==> config.mk <==
export PLATFORM = sky130hd
export DESIGN_NAME = ucode_ram_arbiter
export DESIGN_NICKNAME = d
export VERILOG_FILES = /design/src/rtl/ucode_ram_arbiter.sv
export SDC_FILE = /design/constraint.sdc
export NUM_CORES = 1
export LEC_CHECK = 0
export BUFFER_PORTS_ARGS = -buffer_cell sky130_fd_sc_hd__buf_2
export CAP_MARGIN = 20
export CORE_ASPECT_RATIO = 2
export CORE_MARGIN = 2
export CORE_UTILIZATION = 31
export DETAILED_ROUTE_END_ITERATION = 12
export HOLD_SLACK_MARGIN = 0.15
export PLACE_DENSITY = 0.9
export SYNTH_ARGS = -nofsm -noshare
export SYNTH_HDL_FRONTEND = slang
export SYNTH_SLANG_ARGS = --single-unit
==> constraint.sdc <==
create_clock -name clk -period 2.3 [get_ports clk]
set_input_delay 0.115 -clock clk [delete_from_list [all_inputs] [get_ports clk]]
set_output_delay 0.115 -clock clk [all_outputs]
set_load 0.02 [all_outputs]
==> src/rtl/ucode_ram_arbiter.sv <==
// rtl/ucode_ram_arbiter.sv - fetch/loader arbiter for the single-port microinstruction RAM
module ucode_ram_arbiter #(
    parameter int RAM_WIDTH  = 22,
    parameter int ADDR_SIZE  = 11,
    parameter int STARVE_MAX = 4
) (
    input  logic                 clk,
    input  logic                 reset_n,
    input  logic                 f_req,
    input  logic [ADDR_SIZE-1:0] f_addr,
    output logic                 f_gnt,
    output logic                 f_rvalid,
    output logic [RAM_WIDTH-1:0] f_rdata,
    input  logic                 l_req,
    input  logic                 l_we,
    input  logic [ADDR_SIZE-1:0] l_addr,
    input  logic [RAM_WIDTH-1:0] l_wdata,
    output logic                 l_gnt,
    output logic                 l_rvalid,
    output logic [RAM_WIDTH-1:0] l_rdata,
    output logic                 ram_wr_enb,
    output logic                 ram_rd_enb,
    output logic [ADDR_SIZE-1:0] ram_addr,
    output logic [RAM_WIDTH-1:0] ram_data_in,
    input  logic [RAM_WIDTH-1:0] ram_data_out
);

    localparam int CW = 4;

    typedef enum logic [1:0] {
        OWN_NONE  = 2'd0,
        OWN_FETCH = 2'd1,
        OWN_LOAD  = 2'd2
    } owner_e;

    owner_e          rd_owner_q, rd_owner_d;
    logic [CW-1:0]   starve_cnt_q, starve_cnt_d;
    logic            starve_full;

    assign starve_full = (starve_cnt_q == CW'(STARVE_MAX));

    // Fetch wins ties unless the loader has been denied STARVE_MAX cycles in a row.
    always_comb begin
        f_gnt = 1'b0;
        l_gnt = 1'b0;
        if (reset_n) begin
            if (f_req && !(l_req && starve_full)) begin
                f_gnt = 1'b1;
            end else if (l_req) begin
                l_gnt = 1'b1;
            end
        end
    end

    always_comb begin
        ram_wr_enb  = 1'b0;
        ram_rd_enb  = 1'b0;
        ram_addr    = '0;
        ram_data_in = '0;
        rd_owner_d  = OWN_NONE;
        if (f_gnt) begin
            ram_rd_enb = 1'b1;
            ram_addr   = f_addr;
            rd_owner_d = OWN_FETCH;
        end else if (l_gnt) begin
            ram_addr = l_addr;
            if (l_we) begin
                ram_wr_enb  = 1'b1;
                ram_data_in = l_wdata;
            end else begin
                ram_rd_enb = 1'b1;
                rd_owner_d = OWN_LOAD;
            end
        end
    end

    always_comb begin
        starve_cnt_d = '0;
        if (l_req && !l_gnt) begin
            starve_cnt_d = starve_full ? starve_cnt_q : starve_cnt_q + 1'b1;
        end
    end

    always_ff @(posedge clk or negedge reset_n) begin
        if (!reset_n) begin
            rd_owner_q   <= OWN_NONE;
            starve_cnt_q <= '0;
        end else begin
            rd_owner_q   <= rd_owner_d;
            starve_cnt_q <= starve_cnt_d;
        end
    end

    assign f_rvalid = (rd_owner_q == OWN_FETCH);
    assign l_rvalid = (rd_owner_q == OWN_LOAD);
    assign f_rdata  = ram_data_out;
    assign l_rdata  = ram_data_out;

endmodule

==> impl_metrics.csv, run 1 <==
group,metric,value,unit
power,powerDensity,375.7,nW/um^2
clocking,clockRootBuffer,"clkbuf_8",
synth,netlist_area,964.7,sq um
critical_path,cp.arrival,2.00,ns
cells_and_area,multiInputGateArea,417.9,sq um
sta,min_period,2.118,ns
floorplan,die_h,82.89,microns
critical_path,required,2.18,ns
clocking,cts_sinks,6,
placement,place_congestion,0.7668,
sta,slew_headroom,0.7107,
sta,timing.hold.ws,0.1937,ns
synth,syn_inst,118,
status,outcome,"complete, no violations",
cells_and_area,antenna_cells,0,
drt,vias,926,
clocking,clockBufferDepth,2,
hold_path,hold_path.class,"in2reg",
clocking,cts_tree,"done",
global_route,grt.overflow.total,0,
sta,slew_viol_final,0,
drt,met3_length,390,microns
power,leakage,0.7822,nW
critical_path,path_buf_inv,3,
clocking,clk_pin_slew,0.04,ns
cells_and_area,seq_area,150.1,sq um
cells_and_area,drive_gt1_frac,0.5849,
sta,finalSetupViolations,0,
critical_path,worstSetupPathType,"reg2out",
synth,synth_top_cell_area_share,0.3424,
floorplan,core_area,2978,sq um
drt,top_layer,"met4",
sta,finalHoldViolCount,0,
critical_path,cp_top_family,"buffers and inverters",
placement,hpwl,2302,microns
sta,timing.final.crit_share,0.9209,
drt,vias_per_cell,4.899,
power,peakVddDrop,0.1809,mV
drt,dr_wl_met2,1322,microns
synth,yosys-top-cells-area,"buf_4, dfrtp_1, and3_1",
global_route,grt_pass1_wl,4181,microns
critical_path,slowest_stage,"dfrtp_1",
clocking,htree_levels,1,
sta,fmax,472.1,MHz
critical_path,rrSetupSlack,0.66,ns
critical_path,cp-start-kind,"flip-flop",
power,power,0.0004202,W
sta,fin_worst_skew,0.002114,ns
clocking,cts_inserted_buffers,3,
drt,drt_iter0_markers,15,
synth,synthesis.nets,191,
drt,drc,0,
global_route,track_usage,0.1506,
drt,wl,2694,microns
critical_path,cp_slowest_stage_delay,0.40,ns
critical_path,end_kind,"output port",
drt,first_pass_iters,4,
critical_path,path_cells,"inv_1 -> ha_1 -> nand3b_4 -> a211oi_4 -> buf_4 -> and3_1 -> buf_2",
clocking,clkLatencyLatePin,0.22,ns
floorplan,die_w,43.45,microns
critical_path,crit_fanout,38,
drt,wl_met1,738,microns
global_route,grt_max_degree,39,
cells_and_area,final_nets,234,
synth,ys_types,25,
synth,synth_top_cell_by_area,"buf_4",
sta,rsz0062_at_grt,"no",
drt,ant_nets,0,
flow_run,maxCapViolCount,0,
placement,numPortBuffers,87,
synth,ys_ff_latch,6,
synth,ys_seq_area_frac,0.1556,
synth,synth_area_per_cell,8.175,sq um
cells_and_area,syn_to_final_growth,15.95,%
cells_and_area,fill_cells,307,
synth,yosys_warnings,0,
global_route,grt_pass1_vias,987,
global_route,antenna_found_initial,0,
clocking,postCtsResizedCells,0,
drt,wl_per_cell,14.25,microns
sta,worstMarginPinSlew,0.4340,ns
floorplan,dieArea,3601,sq um
floorplan,initial_core_util,0.3239,
floorplan,ios,154,
floorplan,rows,28,
sta,fin_setup_tns,0,ns
-- stage by stage --
stage               utilization  setup WS [ns]  cell area, sq um  cells
global placement         0.3584         0.4627              1067    185
finish                   0.3756         0.1820              1119    189
detailed placement       0.3584         0.4208              1067    185
global route             0.3756        0.02914              1119    189
floorplan                     -         0.6252             964.7    118
CTS                      0.3756         0.1559              1119    189
-- final cells by class --
cell class,count,share of cell area
inverters,5,0.01678
well taps,30,0.03356
clock buffers,3,0.03691
repair buffers,89,0.4049
flip-flops and latches,6,0.1342
multi-input cells,56,0.3736
-- cells in the final DEF (no fill, tap or decap) --
master	count
buf_2	87
and3_1	22
a22o_1	11
dfrtp_1	6
inv_1	5
nand2_1	4
clkbuf_8	3
nor2b_1	2
and2_1	2
o21ai_0	2
o32ai_1	2
ha_1	2
nand3b_4	1
o211a_1	1
a211oi_4	1
a21o_1	1
nand3_1	1
xor2_1	1
nor3_1	1
nand2b_1	1
a311oi_1	1
dlygate4sd3_1	1
buf_4	1
-- cells by family (layout without fill, tap and decap cells) --
group           count (synthesis)  in the layout  synth area share
flops                           6              6            0.1556
simple gates                   34             34            0.2218
xor+xnor                        1              1          0.009081
buf+inv                        56             97            0.4189
fa+ha+maj                       2              2           0.02594
compound gates                 19             19            0.1686
-- path summary, 6_finish.rpt --
check,from,endpoint,cells after the start
max,starve_cnt_q[0],ram_data_in[19],7
min,l_req,starve_cnt_q[2],3
max reg2reg,starve_cnt_q[0],rd_owner_q[1],6
min reg2reg,starve_cnt_q[2],starve_cnt_q[2],1
max in group asynchronous,reset_n,rd_owner_q[0],2
min in group asynchronous,reset_n,starve_cnt_q[0],2
-- timing repair --
action | in CTS | in global routing
setup buffers | 0 | 0
setup endpoints to repair | 0 | 0
endpoints found under the hold margin | 6 | 0
hold buffers | 1 | 0
-- layer usage --
metal  up-vias  track usage
li1        444            -
met1       386       0.1145
met2        65       0.2619
met3        31      0.05435
met4         0       0.1460
met5         -            0
-- where the power goes --
part | switching, W | internal, W | total [W]
Clock | 0.0000412 | 0.000112 | 0.000153
Sequential | 0.00000458 | 0.000111 | 0.000116
Combinational | 0.0000828 | 0.0000685 | 0.000151
-- sequential cells by signal, summed over array words and instances, names as in the netlist --
signal        flops
starve_cnt_q      4
rd_owner_q        2
-- worst min-delay path, cell delays in order --
cell and delay (ns):
buf_2 0.13, o21ai_0 0.08, a311oi_1 0.04
-- synth_stat cells, drive strengths merged --
library cell,instances
a211oi,1
a21o,1
a22o,11
a311oi,1
and2,2
and3,22
buf,48
clkbuf,3
dfrtp,6
ha,2
inv,5
nand2,4
nand2b,1
nand3,1
nand3b,1
nor2b,2
nor3,1
o211a,1
o21ai,2
o32ai,2
xor2,1
Power figures use the tool's default switching activity.
==> run 2, diff against run 1 <==
ABC_AREA = 1   (was unset)
CORE_UTILIZATION = 33   (was 31)
PLACE_DENSITY = 0.89   (was 0.9)
==> run 2 against run 1 <==
Compared with the run above:
- sequential share of layout area shrank 1.5 points
- worst hold slack better by 0.019 ns
- synthesized cell count increased by 51%
- combinational power increased by 13%
- register-to-register slack better by 0.18 ns
- global-route usage up 1.9 points
- first-iteration DRC count up 60%
- critical endpoint is now ram_data_in[14]
- total power increased by 5.9%
- flip-flop and latch count is the same
==> impl_metrics.csv, run 2 <==
group,metric,value,unit
sta,min_period,1.907,ns
synth,synth_edf_count,0,
synth,synthArstFlopShare,1.000,
cells_and_area,finalInstanceArea,1262,sq um
cells_and_area,syn_to_final_growth,14.14,%
sta,fin_setup_tns,0,ns
clocking,clockBufferDepth,2,
synth,yosys_most_used_dff,"dfrtp_1",
synth,synth_top_family_by_area,"simple AND/OR/NAND/NOR gates",
synth,synth_adder_area_share,0.02262,
synth,synth_simple_gate_area_frac,0.4118,
clocking,clkLatencyLatePin,0.22,ns
sta,slew_headroom,0.6757,
status,outcome,"complete, no violations",
synth,synth_top_cells_by_count,"buf_4, nand2_1, nor2_1",
floorplan,dieArea,3859,sq um
sta,finalHoldViolCount,0,
placement,place_area,1211,sq um
drt,vias_per_cell,4.920,
synth,netlist_area,1106,sq um
hold_path,hold_path.class,"in2reg",
synth,synth_compound_area_frac,0.02376,
floorplan,die_w,44.94,microns
sta,fmax,524.3,MHz
clocking,postCtsResizedCells,0,
floorplan,die_h,85.88,microns
critical_path,required,2.18,ns
synth,synth.most_common_cell,"buf_4",
cells_and_area,final_nets,293,
placement,numPortBuffers,87,
sta,finalSetupViolations,0,
power,powerDensity,352.4,nW/um^2
cells_and_area,final_cell_mix,"buf_2, nand2_1, nor2_1",
clocking,cts_sinks,6,
critical_path,rrSetupSlack,0.84,ns
drt,first_pass_iters,4,
sta,timing.final.ws_setup,0.3927,ns
power,peakVddDrop,0.1363,mV
synth,ys_ff_latch,6,
power,leakage,0.8152,nW
floorplan,ios,154,
drt,ant_nets,0,
cells_and_area,final_common_cell,"buf_2",
sta,rsz0062_at_grt,"no",
synth,synth_top_cell_by_area,"buf_4",
synth,syn_inst,178,
critical_path,worstSetupPathType,"reg2out",
cells_and_area,final_cells,249,
floorplan,rows,29,
global_route,grt_pass1_vias,1013,
global_route,grt.overflow.total,0,
global_route,grt_max_degree,25,
global_route,grt_pass1_wl,4726,microns
clocking,cts_tree,"done",
synth,muxShareOfSynthArea,0,
cells_and_area,antenna_cells,0,
sta,slew_viol_final,0,
sta,fin_worst_skew,0.001713,ns
cells_and_area,fin_util,0.3954,
synth,yosys_warnings,0,
synth,ys_types,19,
placement,dp_cells,245,
drt,vias,1225,
synth,synth_top_cell_area_share,0.3054,
critical_path,end_kind,"output port",
cells_and_area,largest_register_ffs,4,
synth,ys_seq_area_frac,0.1357,
drt,drc,0,
synth,synthesis.nets,251,
floorplan,initial_core_util,0.3464,
clocking,clk_pin_slew,0.04,ns
synth,synth_area_per_cell,6.214,sq um
cells_and_area,drive_gt1_frac,0.4771,
cells_and_area,reg_top3,"starve_cnt_q: 4 flops, rd_owner_q: 2 flops",
synth,yosys-top-cells-area,"buf_4, nand2_1, dfrtp_1",
clocking,clockRootBuffer,"clkbuf_8",
critical_path,crit_fanout,24,
synth,synth_xor_area_frac,0.007919,
critical_path,cp-start-kind,"flip-flop",
drt,wl,3430,microns
global_route,antenna_found_initial,0,
sta,timing.final.crit_share,0.8292,
sta,worstMarginPinSlew,0.4859,ns
flow_run,maxCapViolCount,0,
drt,drt_iter0_markers,24,
cells_and_area,fill_cells,347,
cells_and_area,largest-register,"starve_cnt_q",
global_route,track_usage,0.1694,
clocking,cts_inserted_buffers,3,
floorplan,core_area,3193,sq um
drt,wl_per_cell,13.78,microns
critical_path,cp.arrival,1.79,ns
placement,dpl_worst_slack,0.6678,ns
placement,hpwl,2896,microns
clocking,htree_levels,1,
placement,place_congestion,0.7244,
## run 2: kinds of logic after synthesis
logic type / Yosys count
XOR/XNOR: 1
adder cells (fa/ha/maj): 2
flip-flops: 6
AO/OA/AOI/OAI: 4
AND/OR/NAND/NOR: 97
buffers and inverters: 68
## run 2: final cells by class
| cell class | count | area, sq um | area share |
|---|---|---|---|
| clock buffers | 3 | 41.29 | 0.03271 |
| inverters | 15 | 56.30 | 0.04460 |
| multi-input cells | 104 | 515.5 | 0.4083 |
| flip-flops and latches | 6 | 150.1 | 0.1189 |
| well taps | 31 | 38.79 | 0.03072 |
| repair buffers | 90 | 460.4 | 0.3647 |
## run 2: worst paths after layout
check | start | to | cells past startpoint
max in group asynchronous | reset_n | rd_owner_q[1] | 3
worst min-delay path | l_req | starve_cnt_q[2] | 3
worst min register to register | starve_cnt_q[3] | starve_cnt_q[3] | 2
worst max register to register | starve_cnt_q[0] | starve_cnt_q[1] | 7
min in group asynchronous | reset_n | starve_cnt_q[3] | 3
worst max-delay path | starve_cnt_q[0] | ram_data_in[14] | 7
## run 2: routing by layer
| layer | vias up | track usage | share of wire |
|---|---|---|---|
| met3 | 23 | 0.1137 | 0.22 |
| met1 | 498 | 0.1145 | 0.26 |
| li1 | 593 | - | - |
| met5 | - | 0 | 0 |
| met4 | 0 | 0.1257 | 0.056 |
| met2 | 111 | 0.2948 | 0.46 |
## run 2: metrics by stage
| stage | hold slack, ns | total power [W] |
|---|---|---|
| detailed placement | 0.08100 | 0.0002887 |
| finish | 0.2128 | 0.0004449 |
| global placement | 0.07701 | 0.0002853 |
| floorplan | -0.1806 | 0.0003250 |
| global route | 0.2233 | 0.0004775 |
| CTS | 0.2107 | 0.0004533 |
## run 2: report_power, final
| part | switching (W) | internal (W) | leakage [nW] |
|---|---|---|---|
| Sequential | 0.00000522 | 0.000111 | 0.0807 |
| Clock | 0.0000446 | 0.000112 | 0.0216 |
| Combinational | 0.000104 | 0.0000673 | 0.713 |
## run 2: critical path, stage by stage, from the launching register on
cell and delay, ns:
dfrtp_1 0.41, inv_1 0.07, ha_1 0.18, nand4_2 0.16
nand2_4 0.20, nand2_4 0.20, nor2_1 0.16, buf_2 0.18
## run 2: what timing repair did
action	in CTS	in global routing
endpoints found under the hold margin	6	0
hold buffers	1	0
setup buffers	0	0
==> run 3, diff against run 2 <==
CORE_UTILIZATION = 31   (was 33)
PLACE_DENSITY = 0.85   (was 0.89)
clock period = 1.97 ns   (was 2.3 ns; I/O delays follow)
==> run 3 against run 2 <==
Compared with the run above:
- setup slack got worse by 0.23 ns
- critical endpoint is now ram_data_in[15]
- cell count rose by 7.2%
- register-to-register slack got worse by 0.31 ns
- worst hold slack got worse by 0.016 ns
- combinational power rose by 18%
- largest cell class unchanged
==> impl_metrics.csv, run 3 (synthesis gave the netlist of run 2 again) <==
group,metric,value,unit
status,outcome,"complete, no violations",
critical_path,required,1.87,ns
global_route,grt_pass1_wl,4616,microns
critical_path,rrSetupSlack,0.53,ns
clocking,postCtsSetupBuffers,0,
clocking,cts_sinks,6,
critical_path,worstSetupPathType,"reg2out",
clocking,clk_pin_slew,0.03,ns
cells_and_area,final_cells,267,
cells_and_area,largest-register,"starve_cnt_q",
sta,fin_setup_tns,0,ns
sta,slew_headroom,0.7626,
cells_and_area,final_cell_mix,"buf_2, nand2_1, nor2_1",
global_route,use_met1,0.09938,
critical_path,worstReg2RegEnd,"starve_cnt_q[0]",
clocking,htree_levels,1,
power,leakage,0.8155,nW
global_route,track_usage,0.1601,
clocking,cts_tree,"done",
global_route,use_met3,0.04286,
sta,timing.final.crit_share,0.9185,
placement,dpl_worst_slack,0.3000,ns
drt,ant_nets,0,
power,seq_power_share,0.261,
cells_and_area,final_nets,294,
power,swShare,0.3440,
sta,timing.final.ws_setup,0.1606,ns
power,power.internal,0.0003420,W
global_route,grt.overflow.total,0,
power,peakVddDrop,0.2282,mV
power,p_clk_frac,0.352,
placement,hpwl,2872,microns
power,power,0.0005213,W
floorplan,die_h,88.48,microns
drt,vias,1218,
floorplan,ios,154,
cells_and_area,final_common_cell,"buf_2",
cells_and_area,drive_gt1_frac,0.4795,
clocking,clockRootBuffer,"clkbuf_8",
placement,place_congestion,0.8433,
placement,dp_cells,263,
critical_path,path_cells,"inv_1 -> ha_1 -> nand4_2 -> nand2_4 -> nand2_8 -> nor2_1 -> buf_2",
global_route,antenna_found_initial,0,
floorplan,rows,30,
sta,finalSetupViolations,0,
sta,fin_worst_skew,0.002598,ns
critical_path,cp.arrival,1.71,ns
critical_path,cp-start-kind,"flip-flop",
drt,drt_iter0_markers,11,
placement,numPortBuffers,87,
sta,rsz0062_at_grt,"no",
critical_path,cp_slowest_stage_delay,0.41,ns
critical_path,end_kind,"output port",
global_route,grt_most_used_layer,"met2",
power,p_switching,0.0001793,W
hold_path,hold_start,"ram_data_out[12]",
drt,drc,0,
cells_and_area,antenna_cells,0,
clocking,clkLatencyLatePin,0.22,ns
global_route,grt_pass1_vias,1128,
critical_path,r2r-start,"starve_cnt_q[0]",
sta,fmax,552.7,MHz
power,combinationalPowerShare,0.388,
critical_path,slowest_stage,"dfrtp_1",
power,powerDensity,401.0,nW/um^2
critical_path,r2r_cells,7,
floorplan,die_w,46.24,microns
floorplan,initial_core_util,0.3238,
drt,first_pass_iters,4,
sta,slew_viol_final,0,
global_route,grt_max_degree,25,
flow_run,maxCapViolCount,0,
floorplan,core_area,3416,sq um
drt,wl_per_cell,12.42,microns
hold_path,hold_end,"f_rdata[12]",
sta,timing.hold.ws,0.1970,ns
cells_and_area,reg_top3,"starve_cnt_q: 4 flops, rd_owner_q: 2 flops",
drt,vias_per_cell,4.562,
sta,worstMarginPinSlew,0.3561,ns
floorplan,dieArea,4091,sq um
critical_path,crit_fanout,24,
cells_and_area,syn_to_final_growth,17.53,%
clocking,cts_inserted_buffers,3,
sta,min_period,1.809,ns
cells_and_area,largest_register_ffs,4,
global_route,met2_usage,0.3018,
clocking,clockBufferDepth,2,
drt,wl,3316,microns
sta,finalHoldViolCount,0,
hold_path,hold_path.class,"in2out",
hold_path,hold_depth,0,
==> run 3: changes by cell type in the layout (fill, tap and decap cells not counted), sizes merged <==
cell  delta
buf      +1
==> run 3: how the worst max path moves through the flow <==
stage                     from               to  slack (ns)  cells past startpoint
2_1_floorplan  starve_cnt_q[0]       ram_rd_enb        0.44                      7
3_3_place_gp   starve_cnt_q[0]  ram_data_in[15]        0.35                      7
3_5_place_dp   starve_cnt_q[0]  ram_data_in[15]        0.30                      7
4_1_cts        starve_cnt_q[0]  ram_data_in[15]        0.06                      7
5_1_grt        starve_cnt_q[0]  ram_data_in[15]        0.03                      7
6_report       starve_cnt_q[0]  ram_data_in[15]        0.16                      7
==> run 3: routing by layer <==
metal  share of wire  up-vias
met2            0.49       93
li1                -      595
met1            0.27      497
met4           0.091        0
met5               0        -
met3            0.14       33
==> run 3: power groups by stage <==
stage | clock network [W] | logic, W | registers [W]
after floorplan | 0 | 0.000244 | 0.000136
after global placement | 0 | 0.000198 | 0.000136
after detailed placement | 0 | 0.000201 | 0.000137
after CTS | 0.000189 | 0.000203 | 0.000136
after global routing | 0.000197 | 0.000224 | 0.000137
final | 0.000183 | 0.000202 | 0.000136
==> run 3: per-stage QoR <==
step / util / cell area (sq um)
after floorplan: - / 1106
after global placement: 0.3630 / 1240
after detailed placement: 0.3630 / 1240
after CTS: 0.3780 / 1291
after global routing: 0.3806 / 1300
final: 0.3806 / 1300
==> run 3: final cells by class <==
cell class	count	area [sq um]
multi-input combinational	104	524.3
tap	48	60.06
sequential	6	150.1
timing repair buffer	91	467.9
fill	384	2116
inverter	15	56.30
clock buffer	3	41.29
==> run 3: worst max-delay path: cells and delay by family, from the launching register on <==
family        cells  cell delay, ns
flops             1            0.41
simple gates      4            0.64
buf+inv           2            0.25
fa+ha+maj         1            0.18
==> run 3: timing repair <==
| action | 4_1_cts | 5_1_grt |
|---|---|---|
| hold buffers | 1 | 0 |
| endpoints found under the setup margin | 0 | 6 |
| resized for setup | 0 | 1 |
| hold endpoints to repair | 6 | 0 |
